File: src/rtl/edgesr_ack_ctl_if.sv
// Port bundle between the edge set/reset flag consumer and its surroundings.
// master: the controller (edgesr_ack_ctl). slave: flag source plus local consumer.
interface edgesr_ack_ctl_if #(
  parameter int CNT_WIDTH = 4
);
  logic                 req_in;
  logic                 ack_out;
  logic                 evt_valid;
  logic                 evt_ready;
  logic [CNT_WIDTH-1:0] evt_count;
  logic                 overflow;
  logic                 tmo_err;
  logic                 err_clr;
  logic                 busy;

  modport master (
    input  req_in, evt_ready, err_clr,
    output ack_out, evt_valid, evt_count, overflow, tmo_err, busy
  );

  modport slave (
    output req_in, evt_ready, err_clr,
    input  ack_out, evt_valid, evt_count, overflow, tmo_err, busy
  );
endinterface

File: src/rtl/edgesr_ack_ctl.sv
// Consumer of an asynchronous edge set/reset flag. Synchronizes the flag,
// counts each set as one pending event, returns a fixed-width ack pulse to
// clear the flag, and lets local logic pop pending events.
//
// state    | meaning
// IDLE     | waiting for synchronized flag high
// ACK      | ack_out high, ack timer counting down
// WAIT_LOW | waiting for flag to clear, timeout counting down
module edgesr_ack_ctl #(
  parameter int SYNC_STAGES = 2,
  parameter int CNT_WIDTH   = 4,
  parameter int ACK_WIDTH   = 2,
  parameter int TMO_CYCLES  = 64
) (
  input  logic              clk,
  input  logic              reset,
  edgesr_ack_ctl_if.master  bus
);

  localparam int AW = $clog2(ACK_WIDTH + 1);
  localparam int TW = $clog2(TMO_CYCLES + 1);
  localparam logic [AW-1:0]        ACK_LOAD = AW'(ACK_WIDTH);
  localparam logic [AW-1:0]        ACK_ONE  = AW'(1);
  localparam logic [TW-1:0]        TMO_LOAD = TW'(TMO_CYCLES);
  localparam logic [TW-1:0]        TMO_ONE  = TW'(1);
  localparam logic [CNT_WIDTH-1:0] CNT_MAX  = '1;
  localparam logic [CNT_WIDTH-1:0] CNT_ONE  = CNT_WIDTH'(1);

  typedef enum logic [1:0] {IDLE, ACK, WAIT_LOW} state_t;

  state_t                 state_q, state_d;
  logic [SYNC_STAGES-1:0] sync_q;
  logic [AW-1:0]          ack_tmr_q, ack_tmr_d;
  logic [TW-1:0]          tmo_q, tmo_d;
  logic                   ack_q, ack_d;
  logic [CNT_WIDTH-1:0]   cnt_q, cnt_d;
  logic                   ovf_q, ovf_d;
  logic                   tmo_err_q, tmo_err_d;
  logic                   req_s;
  logic                   inc, dec, ovf_set, tmo_set;

  assign req_s = sync_q[SYNC_STAGES-1];

  // Flag synchronizer chain
  always_ff @(posedge clk or posedge reset) begin
    if (reset) sync_q <= '0;
    else       sync_q <= {sync_q[SYNC_STAGES-2:0], bus.req_in};
  end

  // Next-state and timer logic; the ack pulse is registered alongside the state
  always_comb begin
    state_d   = state_q;
    ack_tmr_d = ack_tmr_q;
    tmo_d     = tmo_q;
    ack_d     = 1'b0;
    inc       = 1'b0;
    tmo_set   = 1'b0;
    case (state_q)
      IDLE: begin
        if (req_s) begin
          state_d   = ACK;
          ack_tmr_d = ACK_LOAD;
          ack_d     = 1'b1;
          inc       = 1'b1;
        end
      end
      ACK: begin
        if (ack_tmr_q == ACK_ONE) begin
          state_d   = WAIT_LOW;
          ack_tmr_d = '0;
          tmo_d     = TMO_LOAD;
        end else begin
          ack_tmr_d = ack_tmr_q - ACK_ONE;
          ack_d     = 1'b1;
        end
      end
      WAIT_LOW: begin
        if (!req_s) begin
          state_d = IDLE;
          tmo_d   = '0;
        end else if (tmo_q == TMO_ONE) begin
          // Flag stuck high: flag the error and return to IDLE so it re-arms
          state_d = IDLE;
          tmo_d   = '0;
          tmo_set = 1'b1;
        end else begin
          tmo_d = tmo_q - TMO_ONE;
        end
      end
      default: state_d = IDLE;
    endcase
  end

  // Pending-event counter with saturation and sticky error flags
  always_comb begin
    dec     = (cnt_q != '0) && bus.evt_ready;
    cnt_d   = cnt_q;
    ovf_set = 1'b0;
    if (inc && !dec) begin
      if (cnt_q == CNT_MAX) ovf_set = 1'b1;
      else                  cnt_d   = cnt_q + CNT_ONE;
    end else if (!inc && dec) begin
      cnt_d = cnt_q - CNT_ONE;
    end
    // A set on the same edge as err_clr takes priority
    ovf_d     = ovf_set ? 1'b1 : (bus.err_clr ? 1'b0 : ovf_q);
    tmo_err_d = tmo_set ? 1'b1 : (bus.err_clr ? 1'b0 : tmo_err_q);
  end

  // State, timer, counter and flag registers
  always_ff @(posedge clk or posedge reset) begin
    if (reset) begin
      state_q   <= IDLE;
      ack_tmr_q <= '0;
      tmo_q     <= '0;
      ack_q     <= 1'b0;
      cnt_q     <= '0;
      ovf_q     <= 1'b0;
      tmo_err_q <= 1'b0;
    end else begin
      state_q   <= state_d;
      ack_tmr_q <= ack_tmr_d;
      tmo_q     <= tmo_d;
      ack_q     <= ack_d;
      cnt_q     <= cnt_d;
      ovf_q     <= ovf_d;
      tmo_err_q <= tmo_err_d;
    end
  end

  assign bus.ack_out   = ack_q;
  assign bus.evt_count = cnt_q;
  assign bus.evt_valid = (cnt_q != '0);
  assign bus.overflow  = ovf_q;
  assign bus.tmo_err   = tmo_err_q;
  assign bus.busy      = (state_q != IDLE);

endmodule

File: src/flat_wrapper.sv
// flat-port wrapper written by rule: the top's interface ports become plain ports
module edgesr_ack_ctl_flat 
#(
  parameter int SYNC_STAGES = 2,
  parameter int CNT_WIDTH   = 4,
  parameter int ACK_WIDTH   = 2,
  parameter int TMO_CYCLES  = 64
)
  (clk, reset, bus_req_in, bus_evt_ready, bus_err_clr, bus_ack_out, bus_evt_valid, bus_evt_count, bus_overflow, bus_tmo_err, bus_busy);
  edgesr_ack_ctl_if #(.CNT_WIDTH(CNT_WIDTH)) bus_i ();
  input  logic clk;
  input  logic reset;
  input wire logic [$bits(bus_i.req_in)-1:0] bus_req_in;
  input wire logic [$bits(bus_i.evt_ready)-1:0] bus_evt_ready;
  input wire logic [$bits(bus_i.err_clr)-1:0] bus_err_clr;
  output wire logic [$bits(bus_i.ack_out)-1:0] bus_ack_out;
  output wire logic [$bits(bus_i.evt_valid)-1:0] bus_evt_valid;
  output wire logic [$bits(bus_i.evt_count)-1:0] bus_evt_count;
  output wire logic [$bits(bus_i.overflow)-1:0] bus_overflow;
  output wire logic [$bits(bus_i.tmo_err)-1:0] bus_tmo_err;
  output wire logic [$bits(bus_i.busy)-1:0] bus_busy;
  assign bus_i.req_in = bus_req_in;
  assign bus_i.evt_ready = bus_evt_ready;
  assign bus_i.err_clr = bus_err_clr;
  assign bus_ack_out = bus_i.ack_out;
  assign bus_evt_valid = bus_i.evt_valid;
  assign bus_evt_count = bus_i.evt_count;
  assign bus_overflow = bus_i.overflow;
  assign bus_tmo_err = bus_i.tmo_err;
  assign bus_busy = bus_i.busy;
  edgesr_ack_ctl #(.SYNC_STAGES(SYNC_STAGES), .CNT_WIDTH(CNT_WIDTH), .ACK_WIDTH(ACK_WIDTH), .TMO_CYCLES(TMO_CYCLES)) u_core (.clk(clk), .reset(reset), .bus(bus_i));
endmodule
File: config.mk
export PLATFORM = sky130hd
export DESIGN_NAME = edgesr_ack_ctl_flat
export DESIGN_NICKNAME = d
export VERILOG_FILES = /design/src/rtl/edgesr_ack_ctl_if.sv /design/src/rtl/edgesr_ack_ctl.sv /design/src/flat_wrapper.sv
export SDC_FILE = /design/constraint.sdc
export NUM_CORES = 1
export LEC_CHECK = 0
export ABC_AREA = 1
export CAP_MARGIN = 20
export CORE_MARGIN = 3
export CORE_UTILIZATION = 45
export CTS_CLUSTER_DIAMETER = 80
export CTS_CLUSTER_SIZE = 12
export DETAILED_ROUTE_END_ITERATION = 10
export HOLD_SLACK_MARGIN = 0.05
export PLACE_DENSITY = 0.67
export SLEW_MARGIN = 20
export SYNTH_ARGS = -nofsm -noshare
export SYNTH_HDL_FRONTEND = slang
export SYNTH_SLANG_ARGS = --single-unit
File: constraint.sdc
create_clock -name clk -period 4.3 [get_ports clk]
set_input_delay 0.86 -clock clk [delete_from_list [all_inputs] [get_ports clk]]
set_output_delay 0.86 -clock clk [all_outputs]
set_load 0.01 [all_outputs]
## Word-level counts from Yosys, hierarchy flattened

Cells that the tools add are included.

- Reduce and logical (&&, ||, !) cells: 17
- Mux-type cells: 27
- Add/sub/neg operators: 4
- Equality and inequality tests: 9

Operators with widths:

| kind | count |
|---|---|
| two-way mux 7 bit | 3 |
| case mux 7 bit (2 select lines) | 1 |
| two-way mux 2 bit | 6 |
| two-way mux 4 bit | 3 |
| nonzero test 2 bit | 6 |
| two-way mux 1 bit | 11 |
| == test 7 x 1 -> 1 bit (second input constant) | 1 |
| subtractor 7 x 1 -> 7 bit (second input constant) | 1 |
| case mux 2 bit (3 select lines) | 1 |
| AND reduction 2 bit | 3 |
| adder 4 x 1 -> 4 bit (second input constant) | 1 |
| == test 2 x 1 -> 1 bit (second input constant) | 2 |
| == test 4 bit (second input constant) | 1 |
| != test 2 x 1 -> 1 bit (second input constant) | 2 |
| case mux 2 bit (2 select lines) | 1 |
| nonzero test 4 bit | 1 |
| subtractor 4 x 1 -> 4 bit (second input constant) | 1 |
| logical AND 1 bit | 3 |
| != test 3 bit (second input constant) | 1 |
| AND reduction 3 bit | 1 |
| == test 2 bit (second input constant) | 1 |
| logical NOT 1 bit | 2 |
| logical NOT 2 bit | 1 |
| != test 2 bit (second input constant) | 1 |
| 2 further kinds | 2 |

- Logic and storage cells: 65
- Output and inout port bits: 9
- Flip-flop bits (word level): 20

## Logic depth before layout (Yosys ltp)

- Word-level depth: 6
- Depth in mapped cells: 13

## Worst setup path before layout

Ideal clock, no wire load.

- Path kind: input to register
- From: in bus_evt_ready
- To: reg u_core.cnt_q[3], in the netlist u_core.bus.evt_count[3]
- Setup time: 0.117 ns
- Stages on the path: 11
- Data arrival time: 1.892 ns
- Path slack: 2.291 ns
- Cell sequence: nand2_1 -> nand2_1 -> ha_1 -> nand2_1 -> nand2_1 -> nor2_1 -> inv_1 -> nand2_1 -> nand3_1 -> nand2_1 -> nand2_1

- Word-level cells in the longest chain between the ends: 5

RTL lines:

| element | line | text |
|---|---|---|
| from (decl) | flat_wrapper.sv:14 | `input wire logic [$bits(bus_i.evt_ready)-1:0] bus_evt_ready;` |
| logical AND 1 bit * | edgesr_ack_ctl.sv:96 | `dec = (cnt_q != '0) && bus.evt_ready;` |
| logical NOT 1 bit | edgesr_ack_ctl.sv:99 | `if (inc && !dec) begin` |
| logical AND 1 bit | edgesr_ack_ctl.sv:99 |  |
| != test 2 bit (no source line) / nonzero test 2 bit (equally long branches) | - |  |
| AND reduction 2 bit (no source line) | - |  |
| to (signal assigned) | edgesr_ack_ctl.sv:125 | `cnt_q <= cnt_d;` |
| to (decl) | edgesr_ack_ctl.sv:36 | `logic [CNT_WIDTH-1:0] cnt_q, cnt_d;` |

Mark *: on every way between the ends. The rest lies on a longest branch, timed or not.
A chain may end at the register's enable or synchronous reset.

## Worst setup path in the final report

- From: reg u_core.cnt_q[0], in the netlist u_core.bus.evt_count[0]
- To: out bus_evt_valid

- Word-level cells in the longest chain between the ends: 1

RTL lines:

| element | line | text |
|---|---|---|
| nonzero test 4 bit | edgesr_ack_ctl.sv:133 | `assign bus.evt_valid = (cnt_q != '0);` |
| to (decl) | flat_wrapper.sv:17 | `output wire logic [$bits(bus_i.evt_valid)-1:0] bus_evt_valid;` |

No other way between the ends.

==> results list <==
- Reg area: 500 sq um
- Counting along the longest clock path gives a buffer depth of 2.
- Ports: 14
- Max Cap Violations: 0
- Number of vias per cell after detailed routing: 4.98
- Setup repair after global routing missed its margin: false
* Cell depth of the worst hold path: 0
- The detailed router finished its first iteration with 14 violations.
* Final Cell Area: 1240 sq um
- The worst hold path belongs to the class register to register.
* Length of the first detailed-routing pass in iterations: 4
- Across all hold checks on the routed design, the worst slack comes to 0.361 ns.
- Power per cell area: 703 nW/um^2
- In this run the number of H-tree levels came out at 1.
* DRC violations left: 0
- Number of clock buffers inserted by TritonCTS: 3
- Layout Skew: 0.00188 ns
* Crit Path Category: register to primary output
- Area of the core: 2080 sq um
- The flow ran to the end, and the final reports show no timing, DRC or antenna violations.
- Seq cells post-synth: 20
* Hold Vio Cnt, Final: 0
- Power comes to 0.000871 W.
- Leaving out fill and tap cells, the most frequent cell in the layout is sky130_fd_sc_hd__nand2_1.
- Post-DRT Antenna Nets: 0
* FMAX: 423 MHz
- Crit path arrival time: 1.50 ns
- In this run the horizontal extent of the chip is 54.4 um.
- For the pin with the worst max-slew slack, the measured transition is 0.758 ns.
- After detailed routing, the total wire length is 1.93 mm.
- Overall track demand over capacity in global routing: 16.3%
- Dividing the detail-routed wire length by the instance count gives 11.4 um.
* Instance count of the mapped netlist: 126
* Setup slack of the worst register-to-register path: 2.28 ns
- Post-CTS timing repair inserted 0 buffers for setup.
- The number of global-route vias before repair came to 782.
* Met2 wire length: 915 um
- The max-slew violation count was 0.
- STA classifies the critical path endpoint as a primary output.
- Max FO, Critical Path: 6
* Number of hold buffers added after CTS: 0
- Layout Area Growth over Synthesis: 17.7%
- Count of vias placed by the detailed router: 842
- After detailed placement, the total cell area comes to 1220 sq um.
- Area taken by multi-input logic gates: 469 sq um
- For this block, wires on met1 add up to 936 um.
- Seq/Total Area, Yosys: 47.6%
- Reg-to-reg critical path startpoint: u_core.state_q[1]$_DFFE_PP0P_
- Half-perimeter wire length after detailed placement: 1.49 mm
- Slew margin rel.: 49.4%
* Initial antenna violation count: 0
* Reg2Reg Capture Point: u_core.bus.evt_count[3]$_DFFE_PP0P_
- The worst path meets setup with 1.94 ns of slack.
- Launch instance of the worst min-delay path: u_core.sync_q[0]$_DFF_PP0_
- The analysis attributes to cell leakage a power of 0.609 nW.
- Terminating pin of the worst hold path: u_core.sync_q[1]$_DFF_PP0_
- For this design, the sink count on the clock tree is 20.
* Top library cells by usage in the layout, fill and taps aside: sky130_fd_sc_hd__nand2_1 (27), sky130_fd_sc_hd__dfrtp_1 (20), sky130_fd_sc_hd__inv_1 (19), sky130_fd_sc_hd__nor2_1 (13), sky130_fd_sc_hd__clkdlybuf4s50_1 (13)
* Final worst-path cycle share: 55.0%
* Fill cell count: 202
* Post-synthesis average cell area: 8.35 sq um
- In this run the tool buffered the top-level ports with 13 buffer cells.
- Share of post-route cells with drive strength above 1: 9.15%
- TritonCTS built the clock tree.
- Antenna Cells: 0
* Initial core utilization: 50.5%
* Setup TNS: 0 ns
- Post-synthesis instance area: 1050 sq um
* Nets in the synthesized netlist: 137
- Clock edge transition at the registers on the reported setup and hold paths: 0.10 ns
- Number of nets in the layout: 155
- Total Die Area: 2950 sq um
- Count of warnings emitted by yosys: 0
* Highest routed metal layer: met4
- CTS placed an instance of sky130_fd_sc_hd__clkbuf_4 at the clock tree root.
- Summed over all layers, the global routing overflow is 0.
- Pin count of the biggest net entering global routing: 21
* Shortest clock period the worst path allows after layout: 2.36 ns
- Required arrival time at the worst endpoint: 3.44 ns
* Site Rows: 16
- Post-CTS sizing: 0
- Wire length of the first global-routing pass: 3.34 mm
- The worst setup path is launched from a register.
- After synthesis, the netlist uses 24 different library cells.
- Timing analysis after detailed placement gives a worst setup slack of 1.73 ns.
- VDD sags by at most 0.000389 V.
- The clock reaches the later pin of the worst-skew pair after 0.29 ns.
- Placer congestion estimate: 0.785
- Die Span Y: 54.4 um
* Setup Viol. Count Final: 0
- Worst reg-to-reg path cell count: 13
- Total length of routed met3 wires: 55 um
## cell families (layout without fill, tap and decap cells)
logic type               count (synthesis)  after routing  synth area share (%)
AND/OR/NAND/NOR                         62             62                  26.5
buffers and inverters                   22             38                  7.85
flip-flops                              20             20                  47.6
AO/OA/AOI/OAI                           13             13                  7.73
adder cells (fa/ha/maj)                  6              6                  7.85
XOR/XNOR                                 3              3                  2.50
## stage by stage
| stage | utilization [%] | instances |
|---|---|---|
| 2_1_floorplan | - | 126 |
| 3_3_place_gp | 58.4 | 166 |
| 3_5_place_dp | 58.4 | 166 |
| 4_1_cts | 59.5 | 169 |
| 5_1_grt | 59.5 | 169 |
| 6_report | 59.5 | 169 |
## Yosys cell counts, drive strengths merged
library cell  number  area share [%]
o31ai              1            0.71
nor2              15             5.8
o21bai             1            0.71
nor3               1            0.48
nand4              4             2.4
o21ai              4             1.9
ha                 5             5.9
a21oi              4             2.3
o22ai              1            0.59
inv               22             7.8
o211ai             1            0.71
fa                 1             1.9
xnor2              2             1.7
or2                1            0.59
o32ai              1            0.83
xor2               1            0.83
dfrtp             20              48
nand3             10             4.8
nand2             31              12
## critical path, cell delays in order, from the launching register on
cell	delay, ns
sky130_fd_sc_hd__dfrtp_1	0.50
sky130_fd_sc_hd__nor2_1	0.08
sky130_fd_sc_hd__nand2_1	0.10
sky130_fd_sc_hd__clkdlybuf4s50_1	0.54
## layer usage
metal	GRT usage, %	up-vias
met5	0	-
met4	6.22	0
met3	4.09	2
met2	27.1	15
met1	20.1	390
li1	-	435
## where the power goes
group | internal (W) | leakage (nW) | switching, W
logic | 0.000202 | 0.348 | 0.000256
clock network | 0.0000326 | 0.0138 | 0.0000524
registers | 0.000260 | 0.247 | 0.0000684
total | 0.000494 | 0.609 | 0.000377
## area by class of cell
class	instances	area share, %
Sequential cell	20	40.4
Tap cell	27	2.73
Inverter	22	6.67
Clock buffer	3	1.82
Timing Repair Buffer	13	10.5
Multi-Input combinational cell	84	37.9
## worst max-delay path by stage
stage                                             start                                   to  slack [ns]  depth (start not counted)
global placement                          bus_evt_ready  u_core.bus.evt_count[3]$_DFFE_PP0P_        1.79                         12
finish              u_core.bus.evt_count[0]$_DFFE_PP0P_                        bus_evt_valid        1.94                          3
global route        u_core.bus.evt_count[0]$_DFFE_PP0P_                        bus_evt_valid        1.83                          3
detailed placement                        bus_evt_ready  u_core.bus.evt_count[3]$_DFFE_PP0P_        1.73                         12
CTS                 u_core.bus.evt_count[0]$_DFFE_PP0P_                        bus_evt_valid        1.91                          3
floorplan                                 bus_evt_ready  u_core.bus.evt_count[3]$_DFFE_PP0P_        2.29                         11
## state kept, by name, indices dropped and copies added, names as in the netlist
register	flops
u_core.tmo_q	7
u_core.bus.evt_count	4
u_core.ack_tmr_q	2
u_core.state_q	2
u_core.sync_q	2
u_core.bus.ack_out	1
u_core.bus.overflow	1
u_core.bus.tmo_err	1
(Power assumes the default switching activity.)
